### src/rtl/uart_pkg.sv
// Shared constants for the UART command parser: frame markers, error codes,
// LED command values and the parser state encoding.
package uart_pkg;

    localparam logic [7:0] SOF_BYTE = 8'hA5;

    localparam logic [1:0] ERR_NONE = 2'b00;
    localparam logic [1:0] ERR_LEN  = 2'b01;
    localparam logic [1:0] ERR_CHK  = 2'b10;
    localparam logic [1:0] ERR_TMO  = 2'b11;

    localparam logic [7:0] LED_CMD_ID = 8'h01;
    localparam logic [7:0] LED_ON_VAL = 8'h1F;
    localparam logic [7:0] LED_OFF_VAL = 8'h0F;

    typedef enum logic [2:0] {
        ST_IDLE    = 3'd0,
        ST_GET_CMD = 3'd1,
        ST_GET_LEN = 3'd2,
        ST_GET_PAY = 3'd3,
        ST_GET_CHK = 3'd4,
        ST_DONE    = 3'd5
    } state_e;

    // A payload length is acceptable when it is non-zero and fits the buffer.
    function automatic logic pay_len_ok(input logic [7:0] len, input logic [7:0] max_len);
        return (len != 8'd0) && (len <= max_len);
    endfunction

endpackage

### src/rtl/uart_cmd_parser.sv
// Parses SOF/CMD/LEN/payload/CHK frames from a received byte stream and reports
// good commands, framing errors and the LED state driven by command 0x01.
module uart_cmd_parser
    import uart_pkg::*;
#(
    parameter int MAX_LEN      = 8,
    parameter int TIMEOUT_CLKS = 86800
) (
    input  logic                 clk_in,
    input  logic                 rst_in,
    input  logic                 rx_datav_in,
    input  logic [7:0]           rx_byte_in,
    output logic                 cmd_valid_op,
    output logic [7:0]           cmd_id_op,
    output logic [3:0]           cmd_len_op,
    output logic [8*MAX_LEN-1:0] cmd_payload_op,
    output logic                 err_op,
    output logic [1:0]           err_code_op,
    output logic                 led_op
);

    localparam int TMO_W = ($clog2(TIMEOUT_CLKS) > 0) ? $clog2(TIMEOUT_CLKS) : 1;
    localparam logic [TMO_W-1:0] TMO_LAST = TMO_W'(TIMEOUT_CLKS - 1);
    localparam logic [7:0] MAX_LEN_B = 8'(MAX_LEN);

    state_e               state_q;
    logic [3:0]           idx_q;
    logic [3:0]           len_q;
    logic [7:0]           cmd_q;
    logic [7:0]           xor_q;
    logic [TMO_W-1:0]     tmo_q;
    logic [8*MAX_LEN-1:0] pay_q;

    logic                 cmd_valid_q;
    logic [7:0]           cmd_id_q;
    logic [3:0]           cmd_len_q;
    logic [8*MAX_LEN-1:0] cmd_payload_q;
    logic                 err_q;
    logic [1:0]           err_code_q;
    logic                 led_q;

    logic [7:0]           xor_d;

    assign xor_d = xor_q ^ rx_byte_in;

    // Frame parser FSM with inter-byte timeout and registered result outputs.
    always_ff @(posedge clk_in) begin
        if (rst_in) begin
            state_q       <= ST_IDLE;
            idx_q         <= 4'd0;
            len_q         <= 4'd0;
            cmd_q         <= 8'h00;
            xor_q         <= 8'h00;
            tmo_q         <= '0;
            pay_q         <= '0;
            cmd_valid_q   <= 1'b0;
            cmd_id_q      <= 8'h00;
            cmd_len_q     <= 4'd0;
            cmd_payload_q <= '0;
            err_q         <= 1'b0;
            err_code_q    <= ERR_NONE;
            led_q         <= 1'b0;
        end else begin
            cmd_valid_q <= 1'b0;
            err_q       <= 1'b0;

            // The timeout only runs while a frame is partially received.
            if (rx_datav_in || state_q == ST_IDLE || state_q == ST_DONE) begin
                tmo_q <= '0;
            end else begin
                tmo_q <= tmo_q + TMO_W'(1);
            end

            if (state_q == ST_DONE) begin
                state_q <= ST_IDLE;
            end else if (rx_datav_in) begin
                case (state_q)
                    ST_IDLE: begin
                        if (rx_byte_in == SOF_BYTE) begin
                            state_q <= ST_GET_CMD;
                            xor_q   <= 8'h00;
                            idx_q   <= 4'd0;
                            pay_q   <= '0;
                        end else begin
                            state_q <= ST_IDLE;
                        end
                    end
                    ST_GET_CMD: begin
                        cmd_q   <= rx_byte_in;
                        xor_q   <= xor_d;
                        state_q <= ST_GET_LEN;
                    end
                    ST_GET_LEN: begin
                        xor_q <= xor_d;
                        len_q <= rx_byte_in[3:0];
                        if (rx_byte_in == 8'h00) begin
                            state_q <= ST_GET_CHK;
                        end else if (pay_len_ok(rx_byte_in, MAX_LEN_B)) begin
                            state_q <= ST_GET_PAY;
                        end else begin
                            err_q      <= 1'b1;
                            err_code_q <= ERR_LEN;
                            state_q    <= ST_IDLE;
                        end
                    end
                    ST_GET_PAY: begin
                        for (int i = 0; i < MAX_LEN; i++) begin
                            if (idx_q == 4'(i)) begin
                                pay_q[8*i +: 8] <= rx_byte_in;
                            end
                        end
                        xor_q <= xor_d;
                        idx_q <= idx_q + 4'd1;
                        if (idx_q == len_q - 4'd1) begin
                            state_q <= ST_GET_CHK;
                        end else begin
                            state_q <= ST_GET_PAY;
                        end
                    end
                    ST_GET_CHK: begin
                        if (rx_byte_in == xor_q) begin
                            state_q       <= ST_DONE;
                            cmd_valid_q   <= 1'b1;
                            cmd_id_q      <= cmd_q;
                            cmd_len_q     <= len_q;
                            cmd_payload_q <= pay_q;
                            if (cmd_q == LED_CMD_ID && len_q != 4'd0) begin
                                if (pay_q[7:0] == LED_ON_VAL) begin
                                    led_q <= 1'b1;
                                end else if (pay_q[7:0] == LED_OFF_VAL) begin
                                    led_q <= 1'b0;
                                end else begin
                                    led_q <= led_q;
                                end
                            end else begin
                                led_q <= led_q;
                            end
                        end else begin
                            err_q      <= 1'b1;
                            err_code_q <= ERR_CHK;
                            state_q    <= ST_IDLE;
                        end
                    end
                    default: begin
                        state_q <= ST_IDLE;
                    end
                endcase
            end else if (state_q != ST_IDLE && tmo_q == TMO_LAST) begin
                err_q      <= 1'b1;
                err_code_q <= ERR_TMO;
                state_q    <= ST_IDLE;
            end else begin
                state_q <= state_q;
            end
        end
    end

    assign cmd_valid_op   = cmd_valid_q;
    assign cmd_id_op      = cmd_id_q;
    assign cmd_len_op     = cmd_len_q;
    assign cmd_payload_op = cmd_payload_q;
    assign err_op         = err_q;
    assign err_code_op    = err_code_q;
    assign led_op         = led_q;

endmodule

### config.mk
export PLATFORM = sky130hd
export DESIGN_NAME = uart_cmd_parser
export DESIGN_NICKNAME = d
export VERILOG_FILES = /design/src/rtl/uart_pkg.sv /design/src/rtl/uart_cmd_parser.sv
export SDC_FILE = /design/constraint.sdc
export NUM_CORES = 1
export LEC_CHECK = 0
export BUFFER_PORTS_ARGS = -buffer_cell sky130_fd_sc_hd__buf_2
export CAP_MARGIN = 20
export CORE_MARGIN = 10
export CORE_UTILIZATION = 58
export CTS_CLUSTER_DIAMETER = 30
export DETAILED_ROUTE_END_ITERATION = 16
export GPL_TIMING_DRIVEN = 1
export PLACE_DENSITY = 0.79
export REMOVE_ABC_BUFFERS = 1
export SYNTH_ARGS = -nofsm -noshare
export SYNTH_HDL_FRONTEND = slang
export SYNTH_SLANG_ARGS = --single-unit
export TNS_END_PERCENT = 1
### constraint.sdc
create_clock -name clk_in -period 2.17 [get_ports clk_in]
set_input_delay 0.3255 -clock clk_in [delete_from_list [all_inputs] [get_ports clk_in]]
set_output_delay 0.3255 -clock clk_in [all_outputs]
set_load 0.005 [all_outputs]
==> flow_summary.ini, run 1 <==
[hold_path]
whs_path_depth = 3
min_path_type = input port to register
worstHoldStart = rx_byte_in[7]
min_to = xor_q[7]$_SDFFE_PP0P_

[floorplanning]
die-height_um = 135
initial_utilization_pct = 59.9
chipWidth_um = 135
rows = 41
coreArea_um2 = 12700
pin_count = 92
dieArea_um2 = 18100

[synth]
yosysUniqueCellTypes = 56
synth_area_leaders = dfxtp_1 50%, nand2_1 8.6%, a21oi_1 6.6%, mux2i_1 5.5%, nor2_1 4.1%
synth_edf_count = 0
syn_area_um2 = 7620
yosys-top-cells-count = 189 x dfxtp_1, 175 x nand2_1, 101 x a21oi_1
ys_ff_latch = 189
syn_inst = 877
synth.top_cell.area_share_pct = 49.7
synth_top_area_cell = dfxtp_1
avgSynthCellArea_um2 = 8.69
ys_warn_count = 0
post-synth-top-count-cell = dfxtp_1
synthFlopType = dfxtp_1
async_flop_share_pct = 0
seq_area_frac_synth_pct = 49.7

[sta]
finalSetupTns_ns = 0
skew_ns = 0.00528
worst_pin_slew_ns = 0.538
setup_viol = 0
rsz0062_at_grt = no
period_share_pct = 92.2
clock.fmax_ghz = 0.500
drv_slew = 0
whs_ns = 0.243
final-hold-violation-count = 0
slew-limit-headroom_pct = 63.8
setup_ws_ns = 0.170
fin_crit_ns = 2.00

[setup_path]
worstPathMaxFanout = 29
start_kind = register
crit_path_top_delay_cell = or3_2
r2r_slack_ns = 0.17
ff2ff_path_depth = 7
worst-path-buf-inv = 2
required_ns = 2.48
cp.arrival_ns = 2.31
worstSetupPathType = register to register
slowest_delay_ns = 0.61
cpMostUsedCell = buf_4
r2r_end = cmd_len_op[3]$_SDFFE_PP0P_
end_kind = register
crit_family = simple AND/OR/NAND/NOR gates
r2r_start = state_q[0]$_SDFFE_PP0N_
path_cells = buf_4 -> nor2_8 -> nand3_2 -> or3_2 -> buf_4 -> nand2_1 -> a21oi_1

[clock_network]
cts_setup_buffers = 0
cts.clk_slew.worst_paths_ns = 0.06
cts_buffers = 17
clk_path_buf_depth = 2
tritoncts = yes
clk_latency_ns = 0.43
htree_levels = 4
hold_buffers = 0
cts.sinks = 189
cts.repair.resized = 0
cts_root_buf = clkbuf_16

[cells_and_area]
fill_cells = 1066
finalNonFillerCells = 1136
area_growth_pct = 17.1
drive_gt1_share_pct = 17.6
seq_area_um2 = 3780
final_util_pct = 70.1
multi_input_area_um2 = 3540
design_area_um2 = 8920
final_nets = 971
diodes = 0

[routing]
vias = 6307
detail-route-antenna-nets = 0
wl_um = 18100
route.detailed.drc = 0
first_pass_iters = 6
avgRoutedWirePerCell_um = 15.9
drtIter0Drc = 518
routed_via_density = 5.55

[placed_design]
place.gp.congestion = 0.929
dp_slack_ns = 0.136
dp_hpwl_um = 12200
port-buffer-count = 91
placed_cell_area_um2 = 8290
dp_cells = 1106

[run_status]
status = finished clean

[global_route]
grt_max_degree = 78
grt_pass1_wl_um = 29600
grt-ovfl-total = 0
antenna_found_initial = 0
grt_pass1_vias = 5982
grtUsageTotal_pct = 19.9

[power_and_ir_drop]
power_mw = 6.96
peakVddDrop_uv = 407
p_leak_nw = 3.30
power_density_nw_per_um2 = 781

[run]
maxCapViolations = 0
## state kept, by name, indices dropped and copies added, names as in the netlist
signal,cells
cmd_id_op,8
cmd_q,8
xor_q,8
err_op,1
tmo_q,17
idx_q,4
err_code_op,2
cmd_payload_op,64
cmd_len_op,4
led_op,1
cmd_valid_op,1
len_q,4
state_q,3
pay_q,64
## placed cells by master (no fill, tap or decap), types with 3 or more instances in the layout
cell | netlist | routed
clkbuf_16 | 0 | 17
bufinv_16 | 0 | 5
a21oi_1 | 101 | 101
clkinv_2 | 0 | 5
ha_1 | 7 | 7
nand3_1 | 28 | 28
buf_12 | 0 | 3
nand3b_1 | 10 | 10
nand2_1 | 175 | 175
o21ai_0 | 11 | 11
and2_1 | 3 | 3
nor3_1 | 10 | 9
nor3_4 | 4 | 4
xnor2_1 | 18 | 18
nand2b_1 | 4 | 4
mux2i_1 | 42 | 42
nor2b_1 | 3 | 3
a31oi_1 | 3 | 3
or4_1 | 4 | 4
o21ai_1 | 20 | 20
inv_1 | 10 | 10
nand4_1 | 7 | 7
nor4_1 | 4 | 4
and3_1 | 12 | 12
dfxtp_1 | 189 | 189
buf_4 | 0 | 27
nor2_1 | 84 | 84
xor2_1 | 13 | 13
a22o_1 | 16 | 16
buf_2 | 18 | 90
## tightest hold or removal path, delay by kind of cell
| kind | cells | cell delay (ns) |
|---|---|---|
| simple gates | 1 | 0.09 |
| compound gates | 1 | 0.06 |
| buf+inv | 1 | 0.15 |
## kinds of logic after synthesis
logic type / count (synthesis) / share of synthesized area (%)
buffers and inverters: 73 / 3.99
adder cells (fa/ha/maj): 7 / 1.15
flip-flops: 189 / 49.7
XOR/XNOR: 31 / 3.56
AND/OR/NAND/NOR: 367 / 22.9
multiplexers: 42 / 5.52
AO/OA/AOI/OAI: 168 / 13.2
## metal layers
metal / track usage [%] / wire (um) / vias to the layer above
li1: - / - / 3132
met1: 24.6 / 7920 / 2987
met2: 32.7 / 8880 / 158
met3: 4.86 / 958 / 30
met4: 7.62 / 324 / 0
met5: 0 / 0 / -
## report_power, final
| group | internal [mW] | switching (mW) | leakage [nW] |
|---|---|---|---|
| registers | 3.47 | 0.00153 | 1.52 |
| clock network | 2.05 | 1.27 | 0.316 |
| logic | 0.0477 | 0.112 | 1.47 |
## worst max path at each step
stage	startpoint	endpoint	slack (ns)	cells past startpoint
after detailed placement	rx_byte_in[1]	led_op$_SDFFE_PP0P_	0.14	6
final	state_q[0]$_SDFFE_PP0N_	cmd_len_op[3]$_SDFFE_PP0P_	0.17	7
after CTS	state_q[0]$_SDFFE_PP0N_	cmd_len_op[3]$_SDFFE_PP0P_	0.17	7
after global routing	tmo_q[6]$_SDFF_PP0_	state_q[2]$_SDFFE_PP0N_	0.01	5
after floorplan	state_q[0]$_SDFFE_PP0N_	led_op$_SDFFE_PP0P_	-2.95	5
after global placement	rx_byte_in[4]	state_q[2]$_SDFFE_PP0N_	0.17	6
## layout make-up
class                   instances  share of cell area, %
clock buffers                  18                   4.92
clock inverters                12                   2.16
inverters                      10                  0.421
multi-input cells             615                   39.7
flip-flops and latches        189                   42.4
well taps                     172                   2.41
repair buffers                120                   8.00
(Power assumes the default switching activity.)
==> run 2, diff against run 1 <==
--- a/config.mk
+++ b/config.mk
@@ -8,11 +8,11 @@
 export BUFFER_PORTS_ARGS = -buffer_cell sky130_fd_sc_hd__buf_2
 export CAP_MARGIN = 20
 export CORE_MARGIN = 10
-export CORE_UTILIZATION = 58
+export CORE_UTILIZATION = 37
 export CTS_CLUSTER_DIAMETER = 30
 export DETAILED_ROUTE_END_ITERATION = 16
 export GPL_TIMING_DRIVEN = 1
-export PLACE_DENSITY = 0.79
+export PLACE_DENSITY = 0.54
 export REMOVE_ABC_BUFFERS = 1
 export SYNTH_ARGS = -nofsm -noshare
 export SYNTH_HDL_FRONTEND = slang
==> run 2 against run 1 <==
Against the previous run:
- first-iteration DRC count is 32% lower
- cell count rose by 9.2%
- clock skew up 0.0033 ns
- total power is 0.86% lower
- clock power decreased by 2%
- largest cell class unchanged
- worst hold slack improved by 0.00063 ns
- combinational power about the same
- cell area is 2.3% higher
- wire length rose by 7.0%
- non-clock buffer count rose by 5
==> flow_summary.ini, run 2 (synthesis gave the netlist of run 1 again) <==
[hold_path]
whs_path_depth = 3
min_path_type = input port to register

[global_route]
grtUsageTotal_pct = 14.8
grt_pass1_vias = 5999
grt_max_degree = 78
grt-ovfl-total = 0
antenna_found_initial = 0
grt_pass1_wl_um = 32200

[setup_path]
crit_path_top_delay_cell = nand2b_1
path_cells = nand2b_1 -> a21oi_1 -> nor2_1 -> a22o_1
required_ns = 2.56
worstPathMaxFanout = 10
ff2ff_path_depth = 4
cp.arrival_ns = 2.38
slowest_delay_ns = 0.59
end_kind = register
worstSetupPathType = register to register
start_kind = register

[power_and_ir_drop]
intPower_mw = 5.28
switching_share_pct = 23.5
power_mw = 6.90
seqPwrFrac_pct = 50.3
p_sw_mw = 1.62
clkPwrFrac_pct = 47.4
peakVddDrop_uv = 520
p_leak_nw = 3.33
power_frac_comb_pct = 2.3
power_density_nw_per_um2 = 757

[sta]
rsz0062_at_grt = no
fin_crit_ns = 2.00
final-hold-violation-count = 0
slew-limit-headroom_pct = 52.6
worst_pin_slew_ns = 0.711
period_share_pct = 92.0
skew_ns = 0.00861
finalSetupTns_ns = 0
setup_viol = 0
clock.fmax_ghz = 0.501
drv_slew = 0

[clock_network]
cts_buffers = 17
hold_buffers = 0
tritoncts = yes
clk_latency_ns = 0.44
cts_root_buf = clkbuf_16
htree_levels = 4
cts.clk_slew.worst_paths_ns = 0.07
cts.sinks = 189
clk_path_buf_depth = 2

[placed_design]
dp_cells = 1209
dp_hpwl_um = 13300
place.gp.congestion = 0.849
port-buffer-count = 91
placed_cell_area_um2 = 8480

[cells_and_area]
final_nets = 976
layout_commonest_cell = dfxtp_1
design_area_um2 = 9120
diodes = 0
area_growth_pct = 19.7
drive_gt1_share_pct = 18.2
layout_common_cells = 189 x dfxtp_1, 175 x nand2_1, 101 x a21oi_1
finalNonFillerCells = 1241

[run_status]
status = finished clean

[floorplanning]
rows = 52
initial_utilization_pct = 37.6
coreArea_um2 = 20200
die-height_um = 163
pin_count = 92
chipWidth_um = 163
dieArea_um2 = 26700

[routing]
first_pass_iters = 4
vias = 6025
wl_um = 19300
detail-route-antenna-nets = 0
drtIter0Drc = 351
route.detailed.drc = 0
avgRoutedWirePerCell_um = 15.6
routed_via_density = 4.85

[run]
maxCapViolations = 0
[run 2: cell types whose count changed in the layout (fill, tap and decap cells not counted), moves of 2 or more]
cell        change
clkinv_8        +2
inv_8           +5
clkinv_2        -5
buf_4           +2
buf_12          +3
bufinv_16       -3
clkinvlp_4      +2
[run 2: area by class of cell]
class | count | area [um2]
Tap cell | 270 | 338
Sequential cell | 189 | 3780
Multi-Input combinational cell | 615 | 3550
Clock inverter | 15 | 199
Fill cell | 2060 | 11100
Timing Repair Buffer | 125 | 788
Clock buffer | 17 | 425
Inverter | 10 | 37.5
[run 2: path summary, 6_finish.rpt]
check / slack (ns) / end / startpoint
setup reg to reg: 0.17 / pay_q[59]$_SDFFE_PP0P_ / state_q[2]$_SDFFE_PP0N_
setup / recovery: 0.17 / pay_q[59]$_SDFFE_PP0P_ / state_q[2]$_SDFFE_PP0N_
hold reg to reg: 0.45 / cmd_payload_op[47]$_SDFFE_PP0P_ / cmd_payload_op[47]$_SDFFE_PP0P_
hold / removal: 0.24 / xor_q[7]$_SDFFE_PP0P_ / rx_byte_in[7]
[run 2: power groups by stage]
| stage | combinational [mW] | clock [mW] | sequential [mW] |
|---|---|---|---|
| final | 0.161 | 3.27 | 3.47 |
| after floorplan | 0.0445 | 0 | 3.55 |
| after CTS | 0.160 | 3.36 | 3.47 |
| after global placement | 0.160 | 0 | 3.55 |
| after detailed placement | 0.159 | 0 | 3.55 |
| after global routing | 0.177 | 3.49 | 3.47 |
[run 2: worst max-delay path, delay by kind of cell (launching register included)]
family | cells | cell delay (ns)
AOI/OAI and AO/OA | 2 | 0.33
and+or+nand+nor | 2 | 1.08
DFF | 1 | 0.53
[run 2: what timing repair did]
action / CTS / global route
gates resized for setup: 0 / 1
setup endpoints to repair: 0 / 18
setup buffers: 0 / 0
[run 2: layer usage]
metal	track usage, %	vias to the layer above	share of wire, %
li1	-	3128	-
met1	19.6	2807	48
met2	23.6	74	47
met3	3.62	16	3.9
met4	4.02	0	1.4
met5	0	-	0
[run 2: metrics by stage]
stage / hold WS [ns] / setup slack, ns / utilization, %
floorplan: 0.390 / -2.95 / -
detailed placement: 0.443 / 0.101 / 41.9
global route: 0.272 / 0.00512 / 45.1
global placement: 0.441 / 0.130 / 41.9
CTS: 0.223 / 0.143 / 45.0
finish: 0.244 / 0.174 / 45.1
==> run 3, diff against run 2 <==
==> constraint.sdc (replaced) <==
create_clock -name clk_in -period 2.17 [get_ports clk_in]
set_input_delay 0.1085 -clock clk_in [delete_from_list [all_inputs] [get_ports clk_in]]
set_output_delay 0.1085 -clock clk_in [all_outputs]
set_load 0.005 [all_outputs]
==> run 3 against run 2 <==
Against the previous run:
- fmax fell by 1.4%
- register-to-register slack got worse by 0.03 ns
- cell count rose by 0.16%
- critical path depth rose by 2
- die area did not move
- utilization fell by 0.30 points
- total power fell by 2.4%
- critical endpoint is now pay_q[30]$_SDFFE_PP0P_
- largest power group unchanged
==> flow_summary.ini, run 3 (synthesis gave the netlist of run 1 again) <==
[run_status]
status = finished clean

[clock_network]
tritoncts = yes
htree_levels = 4
clk_path_buf_depth = 2
cts.clk_slew.worst_paths_ns = 0.07
cts.repair.resized = 0
clk_latency_ns = 0.44
cts_setup_buffers = 0
cts.sinks = 189
cts_buffers = 17
hold_buffers = 0
cts_root_buf = clkbuf_16

[setup_path]
r2r_slack_ns = 0.15
r2r_start = state_q[0]$_SDFFE_PP0N_
worstSetupPathType = register to register
worstPathMaxFanout = 11
required_ns = 2.54
ff2ff_path_depth = 6
end_kind = register
start_kind = register
r2r_end = pay_q[30]$_SDFFE_PP0P_
cp.arrival_ns = 2.40

[hold_path]
min_path_type = input port to register
whs_path_depth = 3
min_to = xor_q[7]$_SDFFE_PP0P_
worstHoldStart = rx_byte_in[7]

[routing]
vias = 6062
routed_via_density = 4.88
first_pass_iters = 5
wl_um = 19000
avgRoutedWirePerCell_um = 15.3
detail-route-antenna-nets = 0
drtIter0Drc = 318
route.detailed.drc = 0

[power_and_ir_drop]
p_leak_nw = 3.31
power_density_nw_per_um2 = 744
peakVddDrop_uv = 505
power_mw = 6.74

[sta]
period_share_pct = 93.3
finalSetupTns_ns = 0
slew-limit-headroom_pct = 56.1
setup_viol = 0
whs_ns = 0.0309
clock.fmax_ghz = 0.494
final-hold-violation-count = 0
worst_pin_slew_ns = 0.658
rsz0062_at_grt = no
skew_ns = 0.0153
setup_ws_ns = 0.145
fin_crit_ns = 2.02
drv_slew = 0

[cells_and_area]
diodes = 0
drive_gt1_share_pct = 18.4
fill_cells = 2043
layout_common_cells = 189 x dfxtp_1, 175 x nand2_1, 101 x a21oi_1
area_growth_pct = 18.9
layout_commonest_cell = dfxtp_1
finalNonFillerCells = 1243
final_nets = 978
final_util_pct = 44.8
design_area_um2 = 9060

[global_route]
grt_pass1_wl_um = 30800
grtUsageTotal_pct = 14.2
grt_max_degree = 78
grt-ovfl-total = 0
grt_pass1_vias = 5768
antenna_found_initial = 0

[placed_design]
dp_hpwl_um = 13000
place.gp.congestion = 0.806
dp_cells = 1210
port-buffer-count = 91
dp_slack_ns = 0.147
placed_cell_area_um2 = 8450

[floorplanning]
pin_count = 92
coreArea_um2 = 20200
chipWidth_um = 163
dieArea_um2 = 26700
initial_utilization_pct = 37.6
die-height_um = 163
rows = 52

[run]
maxCapViolations = 0
[run 3: cell count changes in the layout (fill, tap and decap cells not counted), sizes merged]
cell and delta:
clkinv +3, buf +2, bufinv -2, clkinvlp -1
[run 3: cell type report]
class                   instances  area, um2  area share [%]
clock inverters                15        173            1.91
multi-input cells             615       3540            39.0
inverters                      10       37.5           0.414
repair buffers                127        766            8.45
flip-flops and latches        189       3780            41.8
clock buffers                  17        425            4.70
well taps                     270        338            3.73
[run 3: worst max-delay path by stage]
stage	start	end	slack, ns	depth (start not counted)
final	state_q[0]$_SDFFE_PP0N_	pay_q[30]$_SDFFE_PP0P_	0.15	6
after CTS	state_q[0]$_SDFFE_PP0N_	pay_q[30]$_SDFFE_PP0P_	0.13	5
after floorplan	state_q[0]$_SDFFE_PP0N_	led_op$_SDFFE_PP0P_	-2.95	5
after global placement	state_q[0]$_SDFFE_PP0N_	pay_q[30]$_SDFFE_PP0P_	0.17	5
after global routing	state_q[0]$_SDFFE_PP0N_	pay_q[30]$_SDFFE_PP0P_	0.04	6
after detailed placement	state_q[0]$_SDFFE_PP0N_	pay_q[30]$_SDFFE_PP0P_	0.15	5
[run 3: power breakdown]
| group | internal, mW | total [mW] | switching, mW |
|---|---|---|---|
| Sequential | 3.47 | 3.47 | 0.00205 |
| Clock | 1.55 | 3.11 | 1.55 |
| Combinational | 0.0451 | 0.159 | 0.114 |
[run 3: critical path, stage by stage, from the launching register on]
cell and delay [ns]:
dfxtp_1 0.47, or2_1 0.37, o31ai_4 0.34, nand2_2 0.17
nor4_4 0.31, buf_4 0.19, a22o_1 0.13
[run 3: per-layer routing]
| layer | global-route usage, % | part of all wire [%] | up-vias |
|---|---|---|---|
| li1 | - | - | 3142 |
| met3 | 3.67 | 4.5 | 12 |
| met5 | 0 | 0 | - |
| met1 | 18.5 | 48 | 2816 |
| met4 | 3.82 | 0.99 | 0 |
| met2 | 22.8 | 47 | 92 |
